`src/rtl/cspi_mst.sv`:
```
// SPI master, mode 0, MSB first: bytes in over a valid/ready port, MISO bytes out as strobes.
// Chip-select stays low across a frame until a byte tagged tx_last has been shifted.
module cspi_mst #(
  parameter int CLK_DIV = 4,
  parameter int CS_GAP  = 8
) (
  input  logic       clk_sys,
  input  logic       rst,
  input  logic [7:0] tx_data,
  input  logic       tx_last,
  input  logic       tx_vld,
  output logic       tx_rdy,
  output logic [7:0] rx_q,
  output logic       rx_qvld,
  output logic       busy,
  output logic       spi_csn,
  output logic       spi_sck,
  output logic       spi_mosi,
  input  logic       spi_miso
);

  localparam int CMAX = (CLK_DIV > CS_GAP) ? CLK_DIV : CS_GAP;
  localparam int CW   = $clog2(CMAX + 1);

  typedef enum logic [2:0] {
    S_IDLE, S_SETUP, S_HIGH, S_LOW, S_WAIT, S_GAP
  } state_t;

  state_t        state_q, state_d;
  logic [CW-1:0] cnt_q, cnt_d;
  logic [2:0]    bit_q, bit_d;
  logic [7:0]    tx_sr_q, tx_sr_d;
  logic [7:0]    rx_sr_q, rx_sr_d;
  logic          tx_last_q, tx_last_d;
  logic [7:0]    rx_q_q, rx_q_d;
  logic          rx_qvld_q, rx_qvld_d;
  logic          csn_q, csn_d;
  logic          sck_q, sck_d;
  logic          busy_q, busy_d;
  logic          rdy_en_q;

  logic tick, gap_done, accept;

  // Handshake: a byte moves on a clk_sys edge where tx_vld && tx_rdy; tx_rdy
  // depends on state only, and the source must hold tx_vld/tx_data until then.
  assign tx_rdy   = rdy_en_q & ((state_q == S_IDLE) | (state_q == S_WAIT));
  assign accept   = tx_vld & tx_rdy;
  assign tick     = (cnt_q == CW'(CLK_DIV - 1));
  assign gap_done = (cnt_q == CW'(CS_GAP - 1));

  // MOSI is the shift register MSB, so it is registered and resets to 0.
  assign spi_mosi = tx_sr_q[7];
  assign spi_csn  = csn_q;
  assign spi_sck  = sck_q;
  assign rx_q     = rx_q_q;
  assign rx_qvld  = rx_qvld_q;
  assign busy     = busy_q;

  always_comb begin
    state_d   = state_q;
    cnt_d     = cnt_q + CW'(1);
    bit_d     = bit_q;
    tx_sr_d   = tx_sr_q;
    rx_sr_d   = rx_sr_q;
    tx_last_d = tx_last_q;
    rx_q_d    = rx_q_q;
    rx_qvld_d = 1'b0;
    csn_d     = csn_q;
    sck_d     = sck_q;
    unique case (state_q)
      S_IDLE, S_WAIT: begin
        cnt_d = '0;
        if (accept) begin
          tx_sr_d   = tx_data;
          tx_last_d = tx_last;
          bit_d     = 3'd0;
          csn_d     = 1'b0;
          state_d   = S_SETUP;
        end
      end
      S_SETUP: begin
        if (tick) begin
          cnt_d   = '0;
          sck_d   = 1'b1;
          state_d = S_HIGH;
        end
      end
      S_HIGH: begin
        // Sampling at the end of the high phase gives a slow slave the most settling time.
        if (tick) begin
          cnt_d   = '0;
          sck_d   = 1'b0;
          rx_sr_d = {rx_sr_q[6:0], spi_miso};
          if (bit_q != 3'd7) tx_sr_d = {tx_sr_q[6:0], 1'b0};
          state_d = S_LOW;
        end
      end
      S_LOW: begin
        if (tick) begin
          cnt_d = '0;
          if (bit_q != 3'd7) begin
            bit_d   = bit_q + 3'd1;
            sck_d   = 1'b1;
            state_d = S_HIGH;
          end else begin
            rx_q_d    = rx_sr_q;
            rx_qvld_d = 1'b1;
            if (tx_last_q) begin
              csn_d   = 1'b1;
              state_d = S_GAP;
            end else begin
              state_d = S_WAIT;
            end
          end
        end
      end
      S_GAP: begin
        if (gap_done) begin
          cnt_d   = '0;
          state_d = S_IDLE;
        end
      end
      default: state_d = S_IDLE;
    endcase
    busy_d = (state_d != S_IDLE);
  end

  always_ff @(posedge clk_sys or posedge rst) begin
    if (rst) begin
      state_q   <= S_IDLE;
      cnt_q     <= '0;
      bit_q     <= 3'd0;
      tx_sr_q   <= 8'h00;
      rx_sr_q   <= 8'h00;
      tx_last_q <= 1'b0;
      rx_q_q    <= 8'h00;
      rx_qvld_q <= 1'b0;
      csn_q     <= 1'b1;
      sck_q     <= 1'b0;
      busy_q    <= 1'b0;
      rdy_en_q  <= 1'b0;
    end else begin
      state_q   <= state_d;
      cnt_q     <= cnt_d;
      bit_q     <= bit_d;
      tx_sr_q   <= tx_sr_d;
      rx_sr_q   <= rx_sr_d;
      tx_last_q <= tx_last_d;
      rx_q_q    <= rx_q_d;
      rx_qvld_q <= rx_qvld_d;
      csn_q     <= csn_d;
      sck_q     <= sck_d;
      busy_q    <= busy_d;
      rdy_en_q  <= 1'b1;
    end
  end

endmodule

```
`config.mk`:
```
export PLATFORM = sky130hd
export DESIGN_NAME = cspi_mst
export DESIGN_NICKNAME = d
export VERILOG_FILES = /design/src/rtl/cspi_mst.sv
export SDC_FILE = /design/constraint.sdc
export NUM_CORES = 1
export LEC_CHECK = 0
export CAP_MARGIN = 30
export CORE_MARGIN = 5
export CORE_UTILIZATION = 35
export CTS_BUF_LIST = sky130_fd_sc_hd__clkbuf_4 sky130_fd_sc_hd__clkbuf_8
export DETAILED_ROUTE_END_ITERATION = 7
export GPL_TIMING_DRIVEN = 1
export HOLD_SLACK_MARGIN = 0.12
export MAX_ROUTING_LAYER = met4
export PLACE_DENSITY = 0.65
export SYNTH_ARGS = -nofsm -noshare
export SYNTH_HDL_FRONTEND = slang
export SYNTH_SLANG_ARGS = --single-unit
```
`constraint.sdc`:
```
create_clock -name clk_sys -period 5.2 [get_ports clk_sys]
set_clock_uncertainty 0.2 [all_clocks]
set_input_delay 1.04 -clock clk_sys [delete_from_list [all_inputs] [get_ports clk_sys]]
set_output_delay 1.04 -clock clk_sys [all_outputs]
set_load 0.02 [all_outputs]
```
==> results.yml <==
sta:
  tightest_slew_ns: 0.815
  fin_crit_sh_pct: 60.7
  rsz0062_at_grt: "false"
  fin_hold_ws_ns: 0.264
  period_needed_ns: 3.16
  hold_violations: 0
  slew_headroom_pct: 45.5
  setup-violations-final: 0
  slew_violations: 0
  setup-tns-final_ns: 0
  fmax_mhz: 317
floorplanning:
  die_w_um: 81.6
  start_util_pct: 35.6
  dieArea_um2: 6650
  rows: 26
  dieHeight_um: 81.6
  core_area_um2: 5040
  ios: 27
run:
  max-cap-violations: 0
final_layout:
  most-common-layout-cells: "39 x dfrtp_1, 26 x clkdlybuf4s50_1, 16 x mux2_2"
  diodes: 0
  layout_commonest_cell: "dfrtp_1"
  drive_gt1_share_pct: 17.7
  fin_area_um2: 2220
  nets: 190
  area_growth_pct: 23.9
power:
  p_leak_nw: 0.996
  p_comb_share_pct: 30.4
  p_total_mw: 1.04
  power.share.clock_pct: 25.5
  ir_drop_mv: 0.210
  p_int_mw: 0.704
  p_seq_share_pct: 44.0
  powerDensity_nw_per_um2: 469
  net-switching-power_mw: 0.337
  switching_share_pct: 32.4
global_route:
  grt_first_pass_wirelength_um: 5890
  antenna_found_initial: 0
  grt-ovfl-total: 0
  grt_use_total_pct: 12.0
  grt_start_max_net_pins: 41
  grt_pass1_vias: 1283
drt:
  ant_nets: 0
  vias: 1169
  drt_iter0_drc: 113
  wirelength_um: 3450
  dr.pass1.iters: 4
  drc: 0
  vias_per_cell: 4.77
  wire_per_inst_um: 14.1
worst_setup_path:
  setup.worst_path.class: "reg2out"
  cp.arrival_ns: 1.92
  cp-end-kind: "output pin"
  setup.worst_path.start_class: "flop"
  worst_ep_required_time_ns: 3.96
  crit_fanout: 12
  ff2ff_setup_slack_ns: 2.79
synth:
  synth_area_leaders: "dfrtp_1 54%, mux2_2 10%, mux2i_1 4.5%"
  synthCells: 146
  yosys.area_share.simple_pct: 13.6
  netlist-cell-type-count: 36
  yosys_warnings: 0
  ys_ff_latch: 40
  synth_top_area_share_pct: 54.4
  synth_edf_count: 0
  synth.largest_area_cell: "dfrtp_1"
  async_flop_share_pct: 100
  synth_xor_area_share_pct: 0.488
  synth_top_family_by_area: "multiplexers"
  synth_area_um2: 1790
  synth_flop_cell: "dfrtp_1"
  yosysSeqAreaShare_pct: 55.9
  syn_nets: 162
  muxShareOfSynthArea_pct: 15.1
  synth_compound_area_share_pct: 7.96
  synthAdderAreaFrac_pct: 2.09
  syn_avg_cell_area_um2: 12.3
placement:
  routabilityCongestion: 0.791
  placed_area_um2: 2100
  port_buffers: 26
  place.detailed.hpwl_um: 2520
clock_tree:
  cts.htree.levels: 2
  postCtsSetupBuffers: 0
  cts_inserted_buffers: 5
  clock_sinks: 40
  cts_resized: 0
  cts-root-buf: "clkbuf_8"
  clockBufferDepth: 2
  clk_latency_ns: 0.29
  cts_tree: "done"
  path_clk_slew_ns: 0.08
  cts_hold_buf: 0
status:
  run_status: "complete, no violations"
worst_hold_path:
  hp-class: "reg2reg"
## final timing paths
kind / from / end / cells past startpoint
max: state_q[1]$_DFF_PP0_ / tx_rdy / 3
min reg2reg: cnt_q[0]$_DFF_PP0_ / cnt_q[0]$_DFF_PP0_ / 1
max reg2reg: cnt_q[0]$_DFF_PP0_ / tx_sr_q[3]$_DFFE_PP0P_ / 5
min: cnt_q[0]$_DFF_PP0_ / cnt_q[0]$_DFF_PP0_ / 1
min in group asynchronous: rst / rx_q[7]$_DFFE_PP0P_ / 3
max in group asynchronous: rst / spi_csn$_DFFE_PP1P_ / 3
## cells in the mapped netlist, types with 3 or more instances
master   count
nand3_1      4
dfrtp_1     39
o21ai_0      4
mux2_2      16
mux2i_1      8
nand2_1      7
buf_6        3
a21oi_1      8
nor3b_1      3
nor2_1      13
inv_1        7
ha_1         3
## power by group through the flow
stage               combinational, mW  sequential [mW]  clock [mW]
floorplan                       0.271            0.445           0
detailed placement              0.320            0.465           0
CTS                             0.321            0.459       0.274
global placement                0.305            0.455           0
global route                    0.359            0.472       0.287
finish                          0.317            0.458       0.266
## through the flow
stage	util (%)	worst slack [ns]	std cells
detailed placement	41.6	2.35	237
global route	44.0	1.95	245
floorplan	-	2.89	146
global placement	41.6	2.38	237
CTS	44.0	2.02	245
finish	44.0	2.04	245
## cell families (layout without fill, tap and decap cells)
family          count (synthesis)  after routing
compound gates                 20             20
fa+ha+maj                       3              3
simple gates                   42             42
xor+xnor                        1              1
flops                          40             40
buf+inv                        14             43
mux                            25             25
other cells                     1              1
## flip-flops by register name, indices dropped and copies added, names as in the netlist, 3 cells and up
name / cells
rx_q: 8
state_q: 3
tx_sr_q: 8
rx_sr_q: 8
cnt_q: 4
bit_q: 3
## routing by layer
layer | up-vias | routed length [um] | track usage [%]
li1 | 564 | - | -
met3 | 4 | 172 | 4.39
met1 | 574 | 1450 | 13.6
met2 | 27 | 1800 | 19.8
met4 | 0 | 26 | 3.65
met5 | - | 0 | -
## critical path: stages, from the launching register on
cell and delay (ns):
dfrtp_1 0.50, nor2_1 0.34, and2_1 0.18, clkdlybuf4s50_1 0.61
## cell type report
cell class,instances,area (um2)
clock buffer,6,82.6
tap,70,87.6
fill,472,2820
clock inverter,2,38.8
multi-input combinational,92,708
sequential,40,1000
inverter,7,26.3
timing repair buffer,28,275
No activity file was read; power rests on OpenSTA's default activity.
